**config.mk**
```make
export PLATFORM = sky130hd
export DESIGN_NAME = uart_tx_device
export DESIGN_NICKNAME = d
export VERILOG_FILES = /design/src/rtl/uart_tx_device.sv
export SDC_FILE = /design/constraint.sdc
export NUM_CORES = 1
export LEC_CHECK = 0
export ABC_CLOCK_PERIOD_IN_PS = 3100
export CAP_MARGIN = 20
export CORE_UTILIZATION = 35
export CTS_BUF_LIST = sky130_fd_sc_hd__clkbuf_16
export CTS_CLUSTER_DIAMETER = 80
export DETAILED_ROUTE_END_ITERATION = 6
export REMOVE_ABC_BUFFERS = 1
export SYNTH_ARGS = -nofsm -noshare
export SYNTH_HDL_FRONTEND = slang
export SYNTH_SLANG_ARGS = --single-unit
```
**constraint.sdc**
```tcl
create_clock -name clk -period 3.1 [get_ports clk]
set_input_delay 0.62 -clock clk [delete_from_list [all_inputs] [get_ports clk]]
set_output_delay 0.62 -clock clk [all_outputs]
set_load 0.01 [all_outputs]
```
**src/rtl/uart_tx_device.sv**
```systemverilog
// Serial frame transmitter: start bit (0), DATA_W data bits LSB first, stop bit (1),
// each bit held for CLKS_PER_BIT clocks. All outputs are registered.
module uart_tx_device #(
   parameter int DATA_W       = 4,
   parameter int CLKS_PER_BIT = 5
) (
   input  logic              clk,
   input  logic              rstn,
   input  logic              tx_start,
   input  logic [DATA_W-1:0] tx_data,
   output logic              tx_out,
   output logic              tx_busy,
   output logic              tx_done
);

   localparam int CW = (CLKS_PER_BIT > 1) ? $clog2(CLKS_PER_BIT) : 1;
   localparam int BW = (DATA_W > 1) ? $clog2(DATA_W) : 1;
   localparam logic [CW-1:0] CLK_LAST = CW'(CLKS_PER_BIT - 1);
   localparam logic [BW-1:0] BIT_LAST = BW'(DATA_W - 1);

   localparam logic [1:0] IDLE  = 2'd0;
   localparam logic [1:0] START = 2'd1;
   localparam logic [1:0] DATA  = 2'd2;
   localparam logic [1:0] STOP  = 2'd3;

   logic [1:0]        state;
   logic [CW-1:0]     clk_cnt;
   logic [BW-1:0]     bit_cnt;
   logic [DATA_W-1:0] shift;
   logic [DATA_W-1:0] shift_nxt;
   logic              bit_end;

   assign bit_end   = (clk_cnt == CLK_LAST);
   assign shift_nxt = shift >> 1;

   // rstn is active-high: a 1 at the edge forces idle and aborts any frame.
   always_ff @(posedge clk) begin
      if (rstn) begin
         state   <= IDLE;
         clk_cnt <= '0;
         bit_cnt <= '0;
         shift   <= '0;
         tx_out  <= 1'b1;
         tx_busy <= 1'b0;
         tx_done <= 1'b0;
      end else begin
         tx_done <= 1'b0;
         case (state)
            IDLE: begin
               if (tx_start) begin
                  shift   <= tx_data;
                  clk_cnt <= '0;
                  bit_cnt <= '0;
                  state   <= START;
                  tx_out  <= 1'b0;
                  tx_busy <= 1'b1;
               end
            end
            START: begin
               if (bit_end) begin
                  clk_cnt <= '0;
                  bit_cnt <= '0;
                  state   <= DATA;
                  tx_out  <= shift[0];
               end else begin
                  clk_cnt <= clk_cnt + 1'b1;
               end
            end
            DATA: begin
               if (bit_end) begin
                  clk_cnt <= '0;
                  shift   <= shift_nxt;
                  // Output is registered, so the next line value comes from the post-shift word.
                  if (bit_cnt == BIT_LAST) begin
                     bit_cnt <= '0;
                     state   <= STOP;
                     tx_out  <= 1'b1;
                  end else begin
                     bit_cnt <= bit_cnt + 1'b1;
                     tx_out  <= shift_nxt[0];
                  end
               end else begin
                  clk_cnt <= clk_cnt + 1'b1;
               end
            end
            STOP: begin
               if (bit_end) begin
                  clk_cnt <= '0;
                  state   <= IDLE;
                  tx_busy <= 1'b0;
                  tx_done <= 1'b1;
               end else begin
                  clk_cnt <= clk_cnt + 1'b1;
               end
            end
            default: state <= IDLE;
         endcase
      end
   end

endmodule

```
-- After elaboration in Yosys (flattened, before gate mapping)
Index checks and enable logic that the tools add are counted.
- register bits: 14
- output and inout bits: 3
- word-level logic and storage cells: 55
- $add $sub $neg: 2
- eq/ne operators: 10
- muxes and demuxes: 25
- bitwise operators: 1
- reduce and logical (&&, ||, !) cells: 10
- operators with widths (operator ; count):
    $mux 2 ; 8
    $ne 2x2->1 const B ; 5
    $mux 4 ; 2
    $pmux 2 s4 ; 1
    $pmux 4 s2 ; 1
    $mux 1 ; 7
    $eq 2x2->1 const B ; 3
    $mux 3 ; 2
    $pmux 2 s3 ; 1
    $pmux 3 s2 ; 1
    $reduce_and 3->1 ; 2
    $reduce_and 5->1 ; 1
    $reduce_and 4->1 ; 1
    $reduce_bool 2->1 ; 2
    $add 3x1->3 const B ; 1
    $eq 3x3->1 const B ; 1
    $pmux 1 s3 ; 1
    $reduce_bool 3->1 ; 1
    $reduce_or 3->1 ; 1
    $add 2x1->2 const B ; 1
    $eq 2x1->1 const B ; 1
    $logic_not 2->1 ; 1
    $pmux 1 s2 ; 1
    $reduce_or 2->1 ; 1
    $not 1->1 ; 1

-- Longest topological paths before layout
- depth in word-level cells: 4
- depth in mapped cells: 6

-- Worst setup path after synthesis
No wires, ideal clock.
- kind: register to register
- start point: register state[0]
- end point: register bit_cnt[0]
- setup time: 0.072 ns
- arrival time: 1.403 ns
- required time: 3.028 ns
- slack: 1.625 ns
- stages on the path, launching flop included: 7
- period minus slack after synthesis: 1.475 ns
- cells stage by stage: dfxtp_1 > inv_1 > ha_1 > buf_6 > nor2b_2 > nor3_2 > mux2i_1
- cells in the longest elaborated chain, start to end: 3
- elaborated cells between the ends (all ways): 9
- RTL lines (element ; RTL line ; text):
    start: declaration ; 26 ; logic [1:0] state;
    start signal: assignment ; 39 ; state <= IDLE;
    start signal: assignment ; 54 ; state <= START;
    start signal: assignment ; 63 ; state <= DATA;
    $eq 2x1->1, or another cell as far along ; 48 ; case (state)
    $ne 2x2->1 (no line) or $reduce_bool 3->1 (tied branches) ; - ;
    $reduce_and 4->1 (no line) ; - ;
    end signal: assignment ; 79 ; bit_cnt <= bit_cnt + 1'b1;
    end: declaration ; 28 ; logic [BW-1:0] bit_cnt;
Several ways; a longest one is shown, not always the timed one.
A chain may end at the register's enable or synchronous reset.

-- Final worst setup path
- start point: register state[0]
- end point: register state[1]
- cells in the longest elaborated chain, start to end: 3
- elaborated cells between the ends (all ways): 11
- RTL lines (element ; RTL line):
    $eq 2x2->1, or another cell as far along ; 48
    $ne 2x2->1 (no line) ; -
    $reduce_and 5->1 (no line) ; -
Several ways; a longest one is shown, not always the timed one.

==> impl_metrics.env <==
export IMPL_die_width_um=49.8
export IMPL_min_period_ns=1.76
export IMPL_crit_arrival_ns=1.93
export IMPL_endpoint_kind="flop"
export IMPL_fillCellCount=197
export IMPL_htree_levels=1
export IMPL_slew_headroom=0.692
export IMPL_wl_per_cell_um=12.5
export IMPL_tightest_slew_ns=0.461
export IMPL_finalSetupViolCount=0
export IMPL_outcome="completed"
export IMPL_period_share=0.568
export IMPL_viasPerCell=5.25
export IMPL_grt_pass1_wl_um=2470
export IMPL_insertion_delay_ns=0.24
export IMPL_fin_ws_ns=1.34
export IMPL_hp_class="reg2reg"
export IMPL_instances_no_fill=122
export IMPL_clock_fmax_ghz=0.568
export IMPL_grt_total_usage=0.132
export IMPL_path_max_fanout=12
export IMPL_clock_root_buffer="clkbuf_16"
export IMPL_grt_pass1_vias=597
export IMPL_dr_pass1_iters=4
export IMPL_drt_initial_drc_count=11
export IMPL_die_y_um=49.8
export IMPL_multiInputGateArea_sq_um=475
export IMPL_area_growth_syn_to_layout_pct=22.0
export IMPL_grt_max_degree=13
export IMPL_start_kind="flop"
export IMPL_port_buffers=9
export IMPL_dr_total_vias=640
export IMPL_cts_sinks=14
export IMPL_p_per_area_nw_per_um2=976
export IMPL_crit_type="reg2reg"
export IMPL_grt_setup_unrepaired="no"
export IMPL_ys_async_sr_fraction=0
export IMPL_finalHoldViolCount=0
export IMPL_power_leakage_nw=0.375
export IMPL_cts_buffer_depth=2
export IMPL_synth_distinct_cells=26
export IMPL_numCtsBuffers=3
export IMPL_antenna_found_initial=0
export IMPL_synth_edff_count=0
export IMPL_holdBufCountCts=0
export IMPL_yosysSeqAreaShare=0.350
export IMPL_drc=0
export IMPL_pre_cts_ws_ns=1.13
export IMPL_cts_resized=0
export IMPL_final_seq_area_sq_um=280
export IMPL_cap_violations=0
export IMPL_finalMaxSlewViolations=0
export IMPL_ant_nets=0
export IMPL_finalWirelength_um=1520
export IMPL_clk_pin_slew_ns=0.05
export IMPL_core_area_sq_um=2060
export IMPL_gp_congestion=0.798
export IMPL_ys_seq_elements=14
export IMPL_cp_data_required_time_ns=3.27
export IMPL_cts_setup_buffers=0
export IMPL_drive_gt1_frac=0.116
export IMPL_synth_warnings=0
export IMPL_pin_count=10
export IMPL_std_cell_rows=16
export IMPL_nets=110
export IMPL_netlist_area_sq_um=801
export IMPL_initial_utilization=0.388
export IMPL_dpl_hpwl_um=1110
export IMPL_finalPower_uw=954
export IMPL_ys_flop_type="dfxtp_1"
export IMPL_die_area_sq_um=2480
export IMPL_num_antenna_cells=0
export IMPL_grt_remaining_overflow=0
export IMPL_tritoncts="done"
export IMPL_fin_worst_skew_ns=0.00143
export IMPL_postSynthAreaPerCell_sq_um=9.42
export IMPL_setup_tns_ns=0
export IMPL_placed_cells=118
export IMPL_syn_instance_count=85
export IMPL_vdd_drop_max_v=0.000567
export IMPL_whs_ns=0.475
## synthesized netlist by cell type, types with 2 or more instances
library cell / instances / area [sq um]
o21ai_0: 2 / 10.0
inv_1: 5 / 18.8
nor3_1: 2 / 10.0
ha_1: 7 / 87.6
a21oi_1: 7 / 35.0
nor2_1: 6 / 22.5
nand2_1: 9 / 33.8
a21bo_2: 2 / 20.0
dfxtp_1: 14 / 280
a311oi_1: 3 / 26.3
nand3_1: 3 / 15.0
buf_6: 2 / 22.5
o211ai_1: 2 / 15.0
mux2i_1: 8 / 80.1
nand3b_1: 2 / 15.0
## routing by layer
layer,part of all wire,global-route usage,vias to the layer above
met5,0,0,-
met4,0,0.0286,0
met3,0.037,0.0494,0
met2,0.46,0.223,9
met1,0.50,0.157,310
li1,-,-,321
## cell families after synthesis
logic type | after synthesis | share of synthesized area
mux | 9 | 0.114
compound gates | 19 | 0.195
fa+ha+maj | 7 | 0.109
flops | 14 | 0.350
simple gates | 28 | 0.175
buf+inv | 8 | 0.0562
## final timing paths
kind              start    endpoint  slack, ns  cells past startpoint
max            state[0]    state[1]       1.34                      5
min          bit_cnt[1]  bit_cnt[1]       0.48                      2
max reg2reg    state[0]    state[1]       1.34                      5
min reg2reg  bit_cnt[1]  bit_cnt[1]       0.48                      2
## state kept, by name, indices dropped and copies added (netlist names)
name,cells
tx_busy,1
tx_done,1
shift,4
bit_cnt,2
clk_cnt,3
state,2
tx_out,1
## layout make-up
cell class	count	share of cell area
inverter	5	0.0192
clock inverter	1	0.00384
sequential	14	0.287
multi-input combinational	63	0.487
timing repair buffer	9	0.0922
clock buffer	3	0.0768
tap	27	0.0346
## cells in the final DEF (no fill, tap or decap), drive strengths merged
master	instances
a2111oi	1
o211ai	2
clkdlybuf4s50	9
nand2b	1
clkbuf	3
nand3b	2
a311oi	3
a21oi	7
nor3	3
nor2	6
a2bb2oi	1
mux2i	8
nor2b	2
o21ai	2
nand2	10
inv	5
nand3	3
ha	7
mux2	1
a21bo	2
and3	1
clkinv	1
a22oi	1
dfxtp	14
## where the power goes
part / switching, mW / internal (mW)
clock network: 0.0735 / 0.170
logic: 0.225 / 0.209
registers: 0.0408 / 0.235
## critical path, stage by stage (launching register included)
cell	delay, ns
dfxtp_1	0.38
inv_1	0.08
ha_1	0.36
a2bb2oi_2	0.24
a2111oi_4	0.40
mux2i_1	0.22
## stage by stage
step | utilization | instance area [sq um]
CTS | 0.474 | 977
global placement | 0.436 | 898
detailed placement | 0.436 | 898
global route | 0.474 | 977
floorplan | - | 774
finish | 0.474 | 977
Power figures use the tool's default switching activity.
